$ cat config.mk
export PLATFORM = sky130hd
export DESIGN_NAME = wb_reg_file_flat
export DESIGN_NICKNAME = d
export VERILOG_FILES = /design/src/rtl/wb_reg_file_if.sv /design/src/rtl/wb_reg_file.sv /design/src/flat_wrapper.sv
export SDC_FILE = /design/constraint.sdc
export NUM_CORES = 2
export LEC_CHECK = 0
export CORE_MARGIN = 2
export CORE_UTILIZATION = 35
export DETAILED_ROUTE_END_ITERATION = 10
export PLACE_DENSITY_LB_ADDON = 0.1
export SLEW_MARGIN = 20
export SYNTH_ARGS = -nofsm -noshare
export SYNTH_HDL_FRONTEND = slang
export SYNTH_SLANG_ARGS = --single-unit
$ cat constraint.sdc
create_clock -name Clk -period 3.2 [get_ports Clk]
set_clock_uncertainty 0.1 [all_clocks]
set_input_delay 0.64 -clock Clk [delete_from_list [all_inputs] [get_ports Clk]]
set_output_delay 0.64 -clock Clk [all_outputs]
set_load 0.05 [all_outputs]
$ cat src/rtl/wb_reg_file_if.sv
// Write-back bundle and decode read ports of the register file.
// master: MEM/WB stage plus decode (drives the commit bundle and the read indices).
// slave:  wb_reg_file (returns read data, the selected write-back data and debug state).
interface wb_reg_file_if #(
   parameter int CNT_W = 16
);
   logic [1:0]       WB_WB;
   logic [31:0]      RD_WB;
   logic [31:0]      ADDR_WB;
   logic [4:0]       WN_WB;
   logic [4:0]       RN1;
   logic [4:0]       RN2;
   logic [31:0]      RD1;
   logic [31:0]      RD2;
   logic [31:0]      WD_WB;
   logic [31:0]      Dirty;
   logic [CNT_W-1:0] WCount;

   modport master (
      output WB_WB, RD_WB, ADDR_WB, WN_WB, RN1, RN2,
      input  RD1, RD2, WD_WB, Dirty, WCount
   );

   modport slave (
      input  WB_WB, RD_WB, ADDR_WB, WN_WB, RN1, RN2,
      output RD1, RD2, WD_WB, Dirty, WCount
   );
endinterface

$ cat src/rtl/wb_reg_file.sv
// Write-back stage register file: selects write-back data, commits it into a
// 32 x 32 architectural register file (r0 hardwired to zero), serves two
// combinational decode read ports, and keeps a written-since-reset mask and
// a saturating commit counter.
// Optional feature: define WB_BYPASS_EN to forward the value being committed
// to a read port that addresses the same (nonzero) register in the same cycle.
module wb_reg_file #(
   parameter int NREG  = 32,
   parameter int CNT_W = 16
) (
   input logic            Clk,
   input logic            Rst,
   wb_reg_file_if.slave   bus
);

   logic [31:0]      regs [NREG];
   logic [NREG-1:0]  dirty;
   logic [CNT_W-1:0] wcount;
   logic [31:0]      wd;
   logic             commit;
   logic             bypass1;
   logic             bypass2;

   // Write-back data select and commit qualification; r0 writes and reset cycles never commit.
   always_comb begin
      wd     = bus.WB_WB[0] ? bus.RD_WB : bus.ADDR_WB;
      commit = bus.WB_WB[1] && (bus.WN_WB != 5'd0) && !Rst;
   end

   // Same-cycle forwarding decision per read port; commit already excludes r0 and reset.
   always_comb begin
`ifdef WB_BYPASS_EN
      bypass1 = commit && (bus.RN1 == bus.WN_WB);
      bypass2 = commit && (bus.RN2 == bus.WN_WB);
`else
      bypass1 = 1'b0;
      bypass2 = 1'b0;
`endif
   end

   // Register array update: reset clears everything and wins over a simultaneous commit.
   always_ff @(posedge Clk) begin
      if (Rst) begin
         for (int i = 0; i < NREG; i++) begin
            regs[i] <= '0;
         end
      end else if (commit) begin
         regs[bus.WN_WB] <= wd;
      end
   end

   // Written-since-reset mask; bit 0 can never be set because r0 never commits.
   always_ff @(posedge Clk) begin
      if (Rst) begin
         dirty <= '0;
      end else if (commit) begin
         dirty[bus.WN_WB] <= 1'b1;
      end
   end

   // Saturating commit counter: holds at all-ones instead of wrapping.
   always_ff @(posedge Clk) begin
      if (Rst) begin
         wcount <= '0;
      end else if (commit && (wcount != {CNT_W{1'b1}})) begin
         wcount <= wcount + 1'b1;
      end
   end

   // Read ports: r0 reads as zero, otherwise forwarded data or array contents.
   always_comb begin
      if (bus.RN1 == 5'd0) begin
         bus.RD1 = '0;
      end else if (bypass1) begin
         bus.RD1 = wd;
      end else begin
         bus.RD1 = regs[bus.RN1];
      end
      if (bus.RN2 == 5'd0) begin
         bus.RD2 = '0;
      end else if (bypass2) begin
         bus.RD2 = wd;
      end else begin
         bus.RD2 = regs[bus.RN2];
      end
   end

   assign bus.WD_WB  = wd;
   assign bus.Dirty  = dirty;
   assign bus.WCount = wcount;

endmodule

$ cat src/flat_wrapper.sv
// flat-port wrapper written by rule: the top's interface ports become plain ports
module wb_reg_file_flat 
#(
   parameter int NREG  = 32,
   parameter int CNT_W = 16
)
  (Clk, Rst, bus_WB_WB, bus_RD_WB, bus_ADDR_WB, bus_WN_WB, bus_RN1, bus_RN2, bus_RD1, bus_RD2, bus_WD_WB, bus_Dirty, bus_WCount);
  wb_reg_file_if #(.CNT_W(CNT_W)) bus_i ();
  input logic Clk;
  input logic Rst;
  input wire logic [$bits(bus_i.WB_WB)-1:0] bus_WB_WB;
  input wire logic [$bits(bus_i.RD_WB)-1:0] bus_RD_WB;
  input wire logic [$bits(bus_i.ADDR_WB)-1:0] bus_ADDR_WB;
  input wire logic [$bits(bus_i.WN_WB)-1:0] bus_WN_WB;
  input wire logic [$bits(bus_i.RN1)-1:0] bus_RN1;
  input wire logic [$bits(bus_i.RN2)-1:0] bus_RN2;
  output wire logic [$bits(bus_i.RD1)-1:0] bus_RD1;
  output wire logic [$bits(bus_i.RD2)-1:0] bus_RD2;
  output wire logic [$bits(bus_i.WD_WB)-1:0] bus_WD_WB;
  output wire logic [$bits(bus_i.Dirty)-1:0] bus_Dirty;
  output wire logic [$bits(bus_i.WCount)-1:0] bus_WCount;
  assign bus_i.WB_WB = bus_WB_WB;
  assign bus_i.RD_WB = bus_RD_WB;
  assign bus_i.ADDR_WB = bus_ADDR_WB;
  assign bus_i.WN_WB = bus_WN_WB;
  assign bus_i.RN1 = bus_RN1;
  assign bus_i.RN2 = bus_RN2;
  assign bus_RD1 = bus_i.RD1;
  assign bus_RD2 = bus_i.RD2;
  assign bus_WD_WB = bus_i.WD_WB;
  assign bus_Dirty = bus_i.Dirty;
  assign bus_WCount = bus_i.WCount;
  wb_reg_file #(.NREG(NREG), .CNT_W(CNT_W)) u_core (.Clk(Clk), .Rst(Rst), .bus(bus_i));
endmodule
==> metrics.md <==
| Metric | Value |
|---|---|
| Status | `complete, but fails checks` |
| Failing checks | `negative setup slack` |
| Tightest Pin Transition | `881 ps` |
| Leakage | `26.1 nW` |
| Htree depth | `4` |
| CTS buffer count | `133` |
| R2r setup slk | `790 ps` |
| Fraction of final layout cells sized beyond drive strength 1 | `40.1%` |
| Routed vias | `40400` |
| CTS clock-pin slew for the worst setup and hold paths | `50 ps` |
| Placed cell count | `6427` |
| Initial antenna violation count | `4` |
| Multi-input combinational cell area | `23800 µm²` |
| Placed Area | `66200 µm²` |
| Vias in the first global route | `39400` |
| Remaining DRCs | `0` |
| Worst setup SP type | `input pin` |
| Remaining antenna violation count | `0` |
| Top-count cell post-synth | `edfxtp_1` |
| Grt total ovfl | `0` |
| RSZ-0062 raised after global routing | `yes` |
| Worst slew margin | `40.8%` |
| Hold crit path type | `input pin to flop` |
| # hold bufs at CTS | `0` |
| IO Count | `227` |
| CTS Buffer Depth | `3` |
| Req. time, crit path | `2460 ps` |
| Post-synthesis instance total | `3923` |
| Final instance area | `73500 µm²` |
| RD Place Congestion | `0.866` |
| IO buf count | `226` |
| Mapped Area | `54200 µm²` |
| Synth Warn # | `0` |
| Clock sinks | `1072` |
| Die W | `398 µm` |
| Seq/Total Area, Yosys | `58.5%` |
| Ys async rst share | `0%` |
| Utilization after layout | `47.7%` |
| Post-Layout Cell Count | `6734` |
| Vias/cell | `6.00` |
| Largest net degree at the start of global routing | `37` |
| Cell taking the most area after synthesis | `edfxtp_1` |
| Crit path capture type | `primary output` |
| # rows | `144` |
| Final WL | `241000 µm` |
| Clock latency on the worst-skew pair | `780 ps` |
| Max Freq | `304 MHz` |
| Layout Nets | `4674` |
| Post-synth top area share | `56.7%` |
| #FFs+latches synth | `1072` |
| Pwr Total | `0.0390 W` |
| Post-synth top flop | `edfxtp_1` |
| Fin crit period | `3280 ps` |
| First-pass GRT wire length | `327000 µm` |
| Worst setup path end | `bus_RD1[0]` |
| DPL Wire Length | `154000 µm` |
| Core Area | `154000 µm²` |
| Most frequent cells after synthesis | `1024 x edfxtp_1, 1012 x nor2_1, 448 x mux4_2, 291 x clkbuf_1, 165 x nand2_1` |
| Total Die Area | `158000 µm²` |
| Initial DRC count | `4660` |
| Reg2reg start | `u_core.bus.WCount[0]` |
| WS Path Type | `input pin to primary output` |
| Power per cell area | `530 nW/µm²` |
| Crit-path max FO | `9` |
| Cell variety after synth | `46` |
| WL/cell | `35.7 µm` |
| CTS Root Cell | `clkbuf_16` |
| WP data arrival | `2540 ps` |
| Peak supply drop | `0.428 mV` |
| DRT Pass-1 Iters | `5` |
| Syn avg cell area | `13.8 µm²` |
| Worst R2R Path Depth | `6` |
| Max capacitance violation total | `0` |
| Hold Path Depth | `2` |
| Area Growth Syn to Fin | `35.5%` |
| Fin worst setup slack | `-84.8 ps` |
| Pins Over Slew Limit | `0` |
| GRT Util Overall | `30.1%` |
| Fillers | `13400` |
| CTS tree | `yes` |
| Starting Density | `35.2%` |
| Die height | `398 µm` |
| Post-synth EDFFs | `1024` |
| Final worst-path cycle share | `103%` |
| Hold Vio Cnt, Final | `0` |
| Register Area | `31700 µm²` |
| Final number of setup-violating endpoints | `18` |
| R2r endpoint | `u_core.bus.WCount[3]` |
| Critical Path Source | `bus_RN1[1]` |
| Top post-synthesis cells by area | `edfxtp_1 57%, mux4_2 19%, nor2_1 7.0%` |
[through the flow]
stage          hold WS, ps  TNS (ps)  setup slack (ps)
5_1_grt               86.1     -2220              -118
2_1_floorplan          564     -39.4             -39.4
4_1_cts               31.8     -2810              -110
3_5_place_dp           338    -18860              -485
6_report              87.6      -452             -84.8
3_3_place_gp           335    -18720              -545
[layer usage]
| metal | global-route usage [%] | up-vias | wire [µm] |
|---|---|---|---|
| li1 | - | 16300 | - |
| met1 | 42.5 | 21600 | 101000 |
| met2 | 46.8 | 2141 | 111000 |
| met3 | 5.54 | 381 | 20400 |
| met4 | 10.4 | 2 | 8380 |
| met5 | 0 | - | 8 |
[how the worst min path moves through the flow]
stage | end | from
finish | u_core.bus.WCount[9] | Rst
global route | u_core.bus.WCount[9] | Rst
detailed placement | u_core.bus.Dirty[24] | u_core.bus.Dirty[24]
CTS | u_core.bus.WCount[7] | Rst
global placement | u_core.bus.Dirty[4] | u_core.bus.Dirty[4]
floorplan | u_core.bus.Dirty[11] | u_core.bus.Dirty[11]
[cell families (layout without fill, tap and decap cells)]
| group | Yosys count | in the layout | synth area share, % |
|---|---|---|---|
| AND/OR/NAND/NOR | 1303 | 1303 | 9.66 |
| flip-flops | 1072 | 1072 | 58.5 |
| multiplexers | 675 | 675 | 22.9 |
| buffers and inverters | 478 | 1212 | 3.72 |
| AO/OA/AOI/OAI | 393 | 393 | 5.19 |
| adder cells (fa/ha/maj) | 1 | 1 | 0.0231 |
| other | 1 | 34 | 0.00691 |
[sequential cells by signal (all words and copies together), names as in the netlist]
register / count
u_core.bus.WCount: 16
u_core.regs: 1024
u_core.bus.Dirty: 32
[worst max-delay path: stages]
cell and delay, ps:
buf_16 150, buf_12 140, buf_12 140, buf_4 130
mux4_2 480, mux2_2 310, o21ai_4 170, a311oi_2 110
buf_12 230
[placed cells by master, fill, tap and decap left out, types with 28 or more instances in the layout]
master,netlist,layout
buf_6,2,39
o21ai_4,0,39
a21oi_1,39,39
inv_1,58,56
mux4_2,448,448
buf_4,23,504
dfxtp_1,48,48
mux2_4,0,50
a211oi_2,0,52
clkbuf_16,0,148
conb_1,1,32
nand2_1,165,103
buf_12,0,216
mux2i_4,0,32
edfxtp_1,1024,1024
a22oi_2,0,37
mux2i_1,160,127
buf_16,0,29
nor2b_1,73,53
clkbuf_1,291,28
o2111ai_1,48,33
a311oi_4,0,61
clkdlybuf4s50_1,0,118
nand2_2,0,62
nor2_1,1012,1006
[report_power, final]
part	total, W	internal (W)	switching, W
clock network	0.0153	0.00906	0.00620
logic	0.00723	0.00324	0.00399
registers	0.0165	0.0161	0.000377
total	0.0390	0.0284	0.0106
[area by class of cell]
type | count | share of cell area [%]
sequential | 1072 | 43.1
multi-input combinational | 2404 | 32.4
timing repair buffer | 920 | 14.8
clock buffer | 167 | 4.87
tap | 2044 | 3.48
clock inverter | 66 | 0.999
inverter | 59 | 0.322
antenna | 2 | 0.00681
[what timing repair did]
action / CTS / global route
cloned: 12 / 6
resized for setup: 296 / 191
setup buffers: 33 / 54
endpoints found under the setup margin: 64 / 64
pin swaps: 74 / 68
(Power assumes the default switching activity.)
